$ cat config.mk
export PLATFORM = sky130hd
export DESIGN_NAME = mvu_apb_requester
export DESIGN_NICKNAME = d
export VERILOG_FILES = /design/src/rtl/mvu_apb_requester.sv
export SDC_FILE = /design/constraint.sdc
export NUM_CORES = 1
export LEC_CHECK = 0
export ABC_AREA = 1
export CAP_MARGIN = 40
export CORE_MARGIN = 4
export CORE_UTILIZATION = 40
export DETAILED_ROUTE_END_ITERATION = 16
export PLACE_DENSITY_LB_ADDON = 0.1
export SKIP_CTS_REPAIR_TIMING = 1
export SLEW_MARGIN = 20
export SYNTH_ARGS = -nofsm -noshare
export SYNTH_HDL_FRONTEND = slang
export SYNTH_SLANG_ARGS = --single-unit
$ cat constraint.sdc
create_clock -name clk -period 3.4 [get_ports clk]
set_input_delay 0.68 -clock clk [delete_from_list [all_inputs] [get_ports clk]]
set_output_delay 0.68 -clock clk [all_outputs]
set_load 0.005 [all_outputs]
$ cat src/rtl/mvu_apb_requester.sv
`default_nettype none
// ============================================================================
//  Module   : mvu_apb_requester
//  Purpose  : APB requester for the MVU CSR completer. Queues up to two CSR
//             access requests from the control core, runs each one as an APB
//             SETUP/ACCESS transfer to paddr = {mvu_id, csr}, bounds the
//             ACCESS wait with a timeout and returns one response per request.
//  Revision : 1.0  initial release
// ----------------------------------------------------------------------------
//  Ports
//    clk, rst_n          clock, asynchronous active-low reset
//    req_*               request channel (valid/ready, write, mvu_id, csr, wdata)
//    rsp_*               response channel (valid/ready, rdata, err, timeout)
//    busy                FIFO non-empty or transfer in flight
//    paddr..pwdata       APB request outputs
//    prdata/pready/
//    pslverr             APB completer inputs
// ============================================================================
module mvu_apb_requester #(
    parameter int BMVUA          = 3,
    parameter int APB_ADDR_WIDTH = BMVUA + 12,
    parameter int APB_DATA_WIDTH = 32,
    parameter int TIMEOUT        = 255
) (
    input  logic                      clk,
    input  logic                      rst_n,
    input  logic                      req_valid,
    output logic                      req_ready,
    input  logic                      req_write,
    input  logic [BMVUA-1:0]          req_mvu_id,
    input  logic [11:0]               req_csr,
    input  logic [APB_DATA_WIDTH-1:0] req_wdata,
    output logic                      rsp_valid,
    input  logic                      rsp_ready,
    output logic [APB_DATA_WIDTH-1:0] rsp_rdata,
    output logic                      rsp_err,
    output logic                      rsp_timeout,
    output logic                      busy,
    output logic [APB_ADDR_WIDTH-1:0] paddr,
    output logic                      psel,
    output logic                      penable,
    output logic                      pwrite,
    output logic [APB_DATA_WIDTH-1:0] pwdata,
    input  logic [APB_DATA_WIDTH-1:0] prdata,
    input  logic                      pready,
    input  logic                      pslverr
);

    // A zero TIMEOUT disables the abort; keep the counter at least one bit wide.
    localparam int                CNT_W     = (TIMEOUT > 0) ? $clog2(TIMEOUT + 1) : 1;
    localparam logic [CNT_W-1:0]  C_TIMEOUT = CNT_W'(TIMEOUT);

    typedef enum logic [1:0] {
        S_IDLE   = 2'd0,
        S_SETUP  = 2'd1,
        S_ACCESS = 2'd2
    } state_t;

    state_t                    r_state;
    logic [CNT_W-1:0]          r_wait;
    logic                      r_psel;
    logic                      r_penable;
    logic                      r_pwrite;
    logic [APB_ADDR_WIDTH-1:0] r_paddr;
    logic [APB_DATA_WIDTH-1:0] r_pwdata;
    logic                      r_rsp_valid;
    logic [APB_DATA_WIDTH-1:0] r_rsp_rdata;
    logic                      r_rsp_err;
    logic                      r_rsp_timeout;

    // ------------------------------------------------------------------------
    // Two-entry request FIFO
    // ------------------------------------------------------------------------
    logic                      r_fifo_write [2];
    logic [APB_ADDR_WIDTH-1:0] r_fifo_addr  [2];
    logic [APB_DATA_WIDTH-1:0] r_fifo_wdata [2];
    logic                      r_wptr;
    logic                      r_rptr;
    logic [1:0]                r_count;
    logic                      r_req_ready;

    logic                      w_push;
    logic                      w_pop;
    logic [1:0]                w_count_nxt;
    logic [APB_ADDR_WIDTH-1:0] w_req_addr;

    assign w_req_addr  = APB_ADDR_WIDTH'({req_mvu_id, req_csr});
    assign w_push      = req_valid & r_req_ready;
    // Starting only when the response slot is free (or being freed) means a
    // completion can always be written without back-pressure.
    assign w_pop       = (r_state == S_IDLE) && (r_count != 2'd0) && (!r_rsp_valid || rsp_ready);
    assign w_count_nxt = r_count + {1'b0, w_push} - {1'b0, w_pop};

    always_ff @(posedge clk or negedge rst_n) begin
        if (!rst_n) begin
            r_wptr      <= 1'b0;
            r_rptr      <= 1'b0;
            r_count     <= 2'd0;
            r_req_ready <= 1'b0;
        end else begin
            if (w_push) r_wptr <= ~r_wptr;
            if (w_pop)  r_rptr <= ~r_rptr;
            r_count     <= w_count_nxt;
            // Registered so a pop in the same cycle never makes room early.
            r_req_ready <= (w_count_nxt != 2'd2);
        end
    end

    always_ff @(posedge clk) begin
        if (w_push) begin
            r_fifo_write[r_wptr] <= req_write;
            r_fifo_addr[r_wptr]  <= w_req_addr;
            r_fifo_wdata[r_wptr] <= req_wdata;
        end
    end

    // ------------------------------------------------------------------------
    // APB transfer FSM with registered bus and response outputs
    // ------------------------------------------------------------------------
    always_ff @(posedge clk or negedge rst_n) begin
        if (!rst_n) begin
            r_state       <= S_IDLE;
            r_wait        <= '0;
            r_psel        <= 1'b0;
            r_penable     <= 1'b0;
            r_pwrite      <= 1'b0;
            r_paddr       <= '0;
            r_pwdata      <= '0;
            r_rsp_valid   <= 1'b0;
            r_rsp_rdata   <= '0;
            r_rsp_err     <= 1'b0;
            r_rsp_timeout <= 1'b0;
        end else begin
            if (r_rsp_valid && rsp_ready) begin
                r_rsp_valid <= 1'b0;
            end

            case (r_state)
                S_IDLE: begin
                    if (w_pop) begin
                        r_state  <= S_SETUP;
                        r_psel   <= 1'b1;
                        r_paddr  <= r_fifo_addr[r_rptr];
                        r_pwrite <= r_fifo_write[r_rptr];
                        r_pwdata <= r_fifo_wdata[r_rptr];
                    end
                end
                S_SETUP: begin
                    r_state   <= S_ACCESS;
                    r_penable <= 1'b1;
                    r_wait    <= '0;
                end
                S_ACCESS: begin
                    if (pready) begin
                        r_state       <= S_IDLE;
                        r_psel        <= 1'b0;
                        r_penable     <= 1'b0;
                        r_rsp_valid   <= 1'b1;
                        r_rsp_rdata   <= r_pwrite ? '0 : prdata;
                        r_rsp_err     <= pslverr;
                        r_rsp_timeout <= 1'b0;
                    end else if ((TIMEOUT > 0) && (r_wait == C_TIMEOUT)) begin
                        r_state       <= S_IDLE;
                        r_psel        <= 1'b0;
                        r_penable     <= 1'b0;
                        r_rsp_valid   <= 1'b1;
                        r_rsp_rdata   <= '0;
                        r_rsp_err     <= 1'b1;
                        r_rsp_timeout <= 1'b1;
                    end else begin
                        r_wait <= r_wait + CNT_W'(1);
                    end
                end
                default: begin
                    r_state   <= S_IDLE;
                    r_psel    <= 1'b0;
                    r_penable <= 1'b0;
                end
            endcase
        end
    end

    assign req_ready   = r_req_ready;
    assign rsp_valid   = r_rsp_valid;
    assign rsp_rdata   = r_rsp_rdata;
    assign rsp_err     = r_rsp_err;
    assign rsp_timeout = r_rsp_timeout;
    assign busy        = (r_count != 2'd0) || (r_state != S_IDLE);
    assign paddr       = r_paddr;
    assign psel        = r_psel;
    assign penable     = r_penable;
    assign pwrite      = r_pwrite;
    assign pwdata      = r_pwdata;

endmodule
`default_nettype wire

==> metrics.txt, run 1 <==
Nets=878; largest net degree at the start of global routing=52; DP HPWL=11,620 µm; worst hold path class=in -> async; Crit path max-delay family=buffers and inverters; residual DRC count=0; mapped cell area=0.007548 mm²; Num CTS Buffers=17; count leader, synth=nand2_1; WP data arrival=1.65 ns; VDD IR max=0.4005 mV; Site Rows=49; GP Congestion=0.7716; Die H=145.4 µm; crit path launch type=register; Buf+Inv Stages, Crit Path=1; post-synthesis sequential area ratio=0.7134; Least-Margin Pin Slew=0.6941 ns; vias post-DR=5,068; H-tree depth=4; vias per cell=4.911; max_slew headroom=0.5372; Cells after Synth=621; Syn Nets=709; setup TNS=0 ns; first-pass GRT wire length=29,080 µm; initial antenna violation count=0; DRT antenna net count=0; clock buffer depth=2; n_diodes=0; reg2reg end=rsp_rdata[10]; Die ar.=0.02113 mm²; top_reg_cell synth=dfrtp_1; WL/cell=17.18 µm; Port Buffer Count=172; DRT iter0 DRCs=295; worst r2r src=r_state[0]; Crit. End Element=output pin; vias in the first global route=5,421; Clk network pwr share=0.227; Synth cell types=26; clk_skew=0.009404 ns; final worst-path cycle share=0.6847; clock latency on the worst-skew pair=0.42 ns; Synth area leaders=edfxtp_1 38%, dfrtp_1 33%, nand2_1 10%; Avg Cell Area, Syn=12.16 µm²; Post-synth EDFFs=96; slowest stage delay, CP=0.48 ns; fmax=0.4296 GHz; setup ws final=1.072 ns; pwr dens=863.9 mW/mm²; all-layer global routing usage=0.1718; asr flop ratio synth=0.5102; area delta synth->final=33.08%; starting density of the core=0.4132; Final Max Tran Viols=0; IO Count=173; Logic pwr share=0.351; RSZ-0062 raised after global routing=false; sequential share of power=0.422; worst-path fanout max=3; Core Region=0.01827 mm²; leakage=4.196 nW; worst hold margin=0.2868 ns; critical-path cell list=nor2_1 -> nand2_1 -> clkdlybuf4s50_1; CP startpoint=r_count[1]; max_cap viols=0; Root Driver=clkbuf_16; share of post-route cells with drive strength above 1=0.1059; final-report hold violation count=0; status=finished clean; clock-pin slew on the worst setup and hold paths=0.07 ns; chip width=145.4 µm; synth cell count leaders=202 x nand2_1, 100 x dfrtp_1, 96 x edfxtp_1; Critical-path top delay cell=clkdlybuf4s50_1; TritonRoute pass-1 iters=4; CTS tree=done; post-synth top area share=0.3819; switching portion of total power=0.3242; pre-CTS setup slack=0.8652 ns; Sw Pwr=0.002814 W; synthesized flop and latch total=196; Sink Count=196; Reg2Reg Setup Slack=1.54 ns; Final setup viols=0; Yosys warning total=0; drt total wl=17,730 µm; CP Class=reg -> out; min Tclk post-route=2.328 ns; GRT Residual Overflow=0; worst r2r path cells=5; Worst EP required=2.72 ns; Synth area leader=edfxtp_1; Pint=0.005865 W
area by class of cell:
class                           count  area (µm²)
Tap cell                          229       286.5
Multi-Input combinational cell    378        1923
Sequential cell                   196        5386
Clock inverter                     15       156.4
Fill cell                        1585        8224
Inverter                           17       63.81
Clock buffer                       17       425.4
Timing Repair Buffer              180        1804
cell families (layout without fill, tap and decap cells):
logic type	after synthesis	after routing	synth area share
compound gates	52	52	0.05188
flops	196	196	0.7134
buf+inv	47	229	0.03381
simple gates	319	319	0.1918
fa+ha+maj	2	2	0.003315
xor+xnor	5	5	0.005801
layout by cell type, fill, tap and decap left out, types with 6 or more instances in the layout:
cell             netlist  routed
dfrtp_1              100      99
or2_2                 29      29
edfxtp_1              96      96
or2_1                 20      20
buf_4                  6       7
nand3_1               51      51
nor2_4                 5       7
nor2_1                 8       6
clkbuf_16              0      17
o211ai_1              48      48
inv_1                 13      13
clkdlybuf4s50_1        0     171
nand2_1              202     202
stage by stage:
step                      total power, W  cells  instance area, µm²    util
after floorplan                 0.005251    621                7548       -
after global placement          0.006741   1000                9464  0.5180
after detailed placement        0.006834   1000                9464  0.5180
after CTS                       0.008829   1032               10050  0.5499
after global routing            0.009316   1032               10050  0.5499
final                           0.008678   1032               10050  0.5499
power by group through the flow:
stage	clock [W]	combinational, W	sequential, W
6_report	0.00197	0.00304	0.00366
5_1_grt	0.00215	0.00342	0.00375
4_1_cts	0.00202	0.00314	0.00367
3_5_place_dp	0	0.00312	0.00371
3_3_place_gp	0	0.00306	0.00368
2_1_floorplan	0	0.00155	0.00370
worst max-delay path by stage:
stage,to,slack (ns),cells past startpoint
floorplan,r_fifo_addr[0][0],0.12,2
global placement,paddr[13],0.92,8
detailed placement,r_fifo_wdata[1][6],0.87,4
CTS,busy,1.02,3
global route,busy,0.96,3
finish,busy,1.07,3
sequential cells by signal, summed over array words and instances (netlist names):
register      count
paddr            15
penable           1
psel              1
pwdata           32
pwrite            1
r_count           2
r_fifo_addr      30
r_fifo_wdata     64
r_fifo_write      2
r_rptr            1
r_state           2
r_wait            8
r_wptr            1
req_ready         1
rsp_err           1
rsp_rdata        32
rsp_timeout       1
rsp_valid         1
worst register-to-register path, cell delays in order (launching register included):
cell and delay, ns:
dfrtp_1 0.43, nor2_4 0.21, nand2_4 0.27, nor2_4 0.64, nand2_1 0.14, nand2_1 0.11
layer usage:
metal,up-vias,GRT usage,routed length [µm]
met5,-,0,0
met4,0,0.05413,191
met3,12,0.04422,942
met2,146,0.2921,8841
met1,2474,0.2167,7752
li1,2436,-,-
Power figures use the tool's default switching activity.
==> run 2: changes to the inputs <==
clock period = 2.2 ns   (was 3.4 ns; I/O delays follow)
==> metrics.txt, run 2 (synthesis gave the netlist of run 1 again) <==
min Tclk post-route=2.047 ns; post-route cell area=0.01016 mm²; clock latency on the worst-skew pair=0.43 ns; share of post-route cells with drive strength above 1=0.1125; pre-CTS setup slack=0.01217 ns; Core Region=0.01827 mm²; Die H=145.4 µm; Least-Margin Pin Slew=0.6169 ns; clock buffer depth=2; GP Congestion=0.7660; CP Depth=3; H-tree depth=4; leakage=4.247 nW; TritonRoute pass-1 iters=6; fmax=0.4885 GHz; max reg flops=64; Crit path max-delay family=buffers and inverters; Crit. End Element=output pin; worst hold path class=reg -> reg; Num CTS Buffers=17; starting density of the core=0.4132; chip width=145.4 µm; Root Driver=clkbuf_16; worst r2r path cells=11; Worst EP required=1.76 ns; Die ar.=0.02113 mm²; clk_skew=0.009419 ns; WP data arrival=1.61 ns; slowest stage delay, CP=0.46 ns; CTS tree=done; vias per cell=4.987; vias in the first global route=5,475; vias post-DR=5,177; n_diodes=0; Final Util=0.5564; status=finished clean; WL/cell=17.49 µm; max_slew headroom=0.5887; setup ws final=0.1528 ns; final-report hold violation count=0; Final Max Tran Viols=0; clock-pin slew on the worst setup and hold paths=0.07 ns; drt total wl=18,160 µm; all-layer global routing usage=0.1744; filler cell count in the final layout=1,555; RSZ-0062 raised after global routing=false; largest net degree at the start of global routing=52; most frequent cells in the layout=202 x nand2_1, 171 x clkdlybuf4s50_1, 99 x dfrtp_1, 96 x edfxtp_1, 51 x nand3_1; DRT antenna net count=0; DP HPWL=11,600 µm; Biggest register=r_fifo_wdata; Site Rows=49; area delta synth->final=34.66%; max_cap viols=0; GRT Residual Overflow=0; worst-path fanout max=3; critical-path cell list=nor2_2 -> nand2_1 -> clkdlybuf4s50_1; Port Buffer Count=172; VDD IR max=0.6925 mV; Critical-path top delay cell=clkdlybuf4s50_1; Sink Count=196; pwr dens=1339 mW/mm²; Nets=884; initial antenna violation count=0; Hold Path Cell Cnt=2; worst hold margin=0.4782 ns; DRT iter0 DRCs=270; IO Count=173; commonest non-fill, non-tap cell in the layout=nand2_1; final worst-path cycle share=0.9306; crit path launch type=register; Final setup viols=0; first-pass GRT wire length=29,590 µm; Buf+Inv Stages, Crit Path=1; dpl cell area=0.009577 mm²; residual DRC count=0; setup TNS=0 ns; CP Class=reg -> out
run 2: worst paths after layout:
path	startpoint	end	slack [ns]
max	r_count[1]	busy	0.15
min	pwdata[26]	pwdata[26]	0.48
max reg2reg	r_state[0]	req_ready	0.41
min reg2reg	pwdata[26]	pwdata[26]	0.48
max in group asynchronous	rst_n	rsp_rdata[6]	1.12
min in group asynchronous	rst_n	paddr[10]	0.49
run 2: final cells by class:
class | instances | area (µm²) | share of cell area
clock buffers | 18 | 429.2 | 0.04222
inverters | 17 | 63.81 | 0.006278
well taps | 229 | 286.5 | 0.02819
repair buffers | 186 | 1927 | 0.1896
clock inverters | 14 | 146.4 | 0.01440
flip-flops and latches | 196 | 5386 | 0.5299
multi-input cells | 378 | 1926 | 0.1894
run 2: tightest hold or removal path, stage by stage (launching register included):
cell and delay (ns):
dfrtp_1 0.34, nand2_1 0.05, nand2_1 0.05
run 2: layer usage:
metal / routed length [µm] / global-route usage
met1: 8204 / 0.2290
met2: 8730 / 0.2884
met3: 1078 / 0.04827
met4: 143 / 0.04606
met5: 0 / 0
run 2: stage by stage:
stage / std cells / power, W
6_report: 1038 / 0.01361
5_1_grt: 1038 / 0.01451
4_1_cts: 1037 / 0.01382
3_5_place_dp: 1005 / 0.01074
3_3_place_gp: 1005 / 0.01060
2_1_floorplan: 621 / 0.008108
run 2: power by group:
part,switching (W),total (W),internal (W)
Combinational,0.00249,0.00489,0.00239
Sequential,0.000577,0.00568,0.00511
Clock,0.00144,0.00304,0.00160
Total,0.00451,0.0136,0.00910
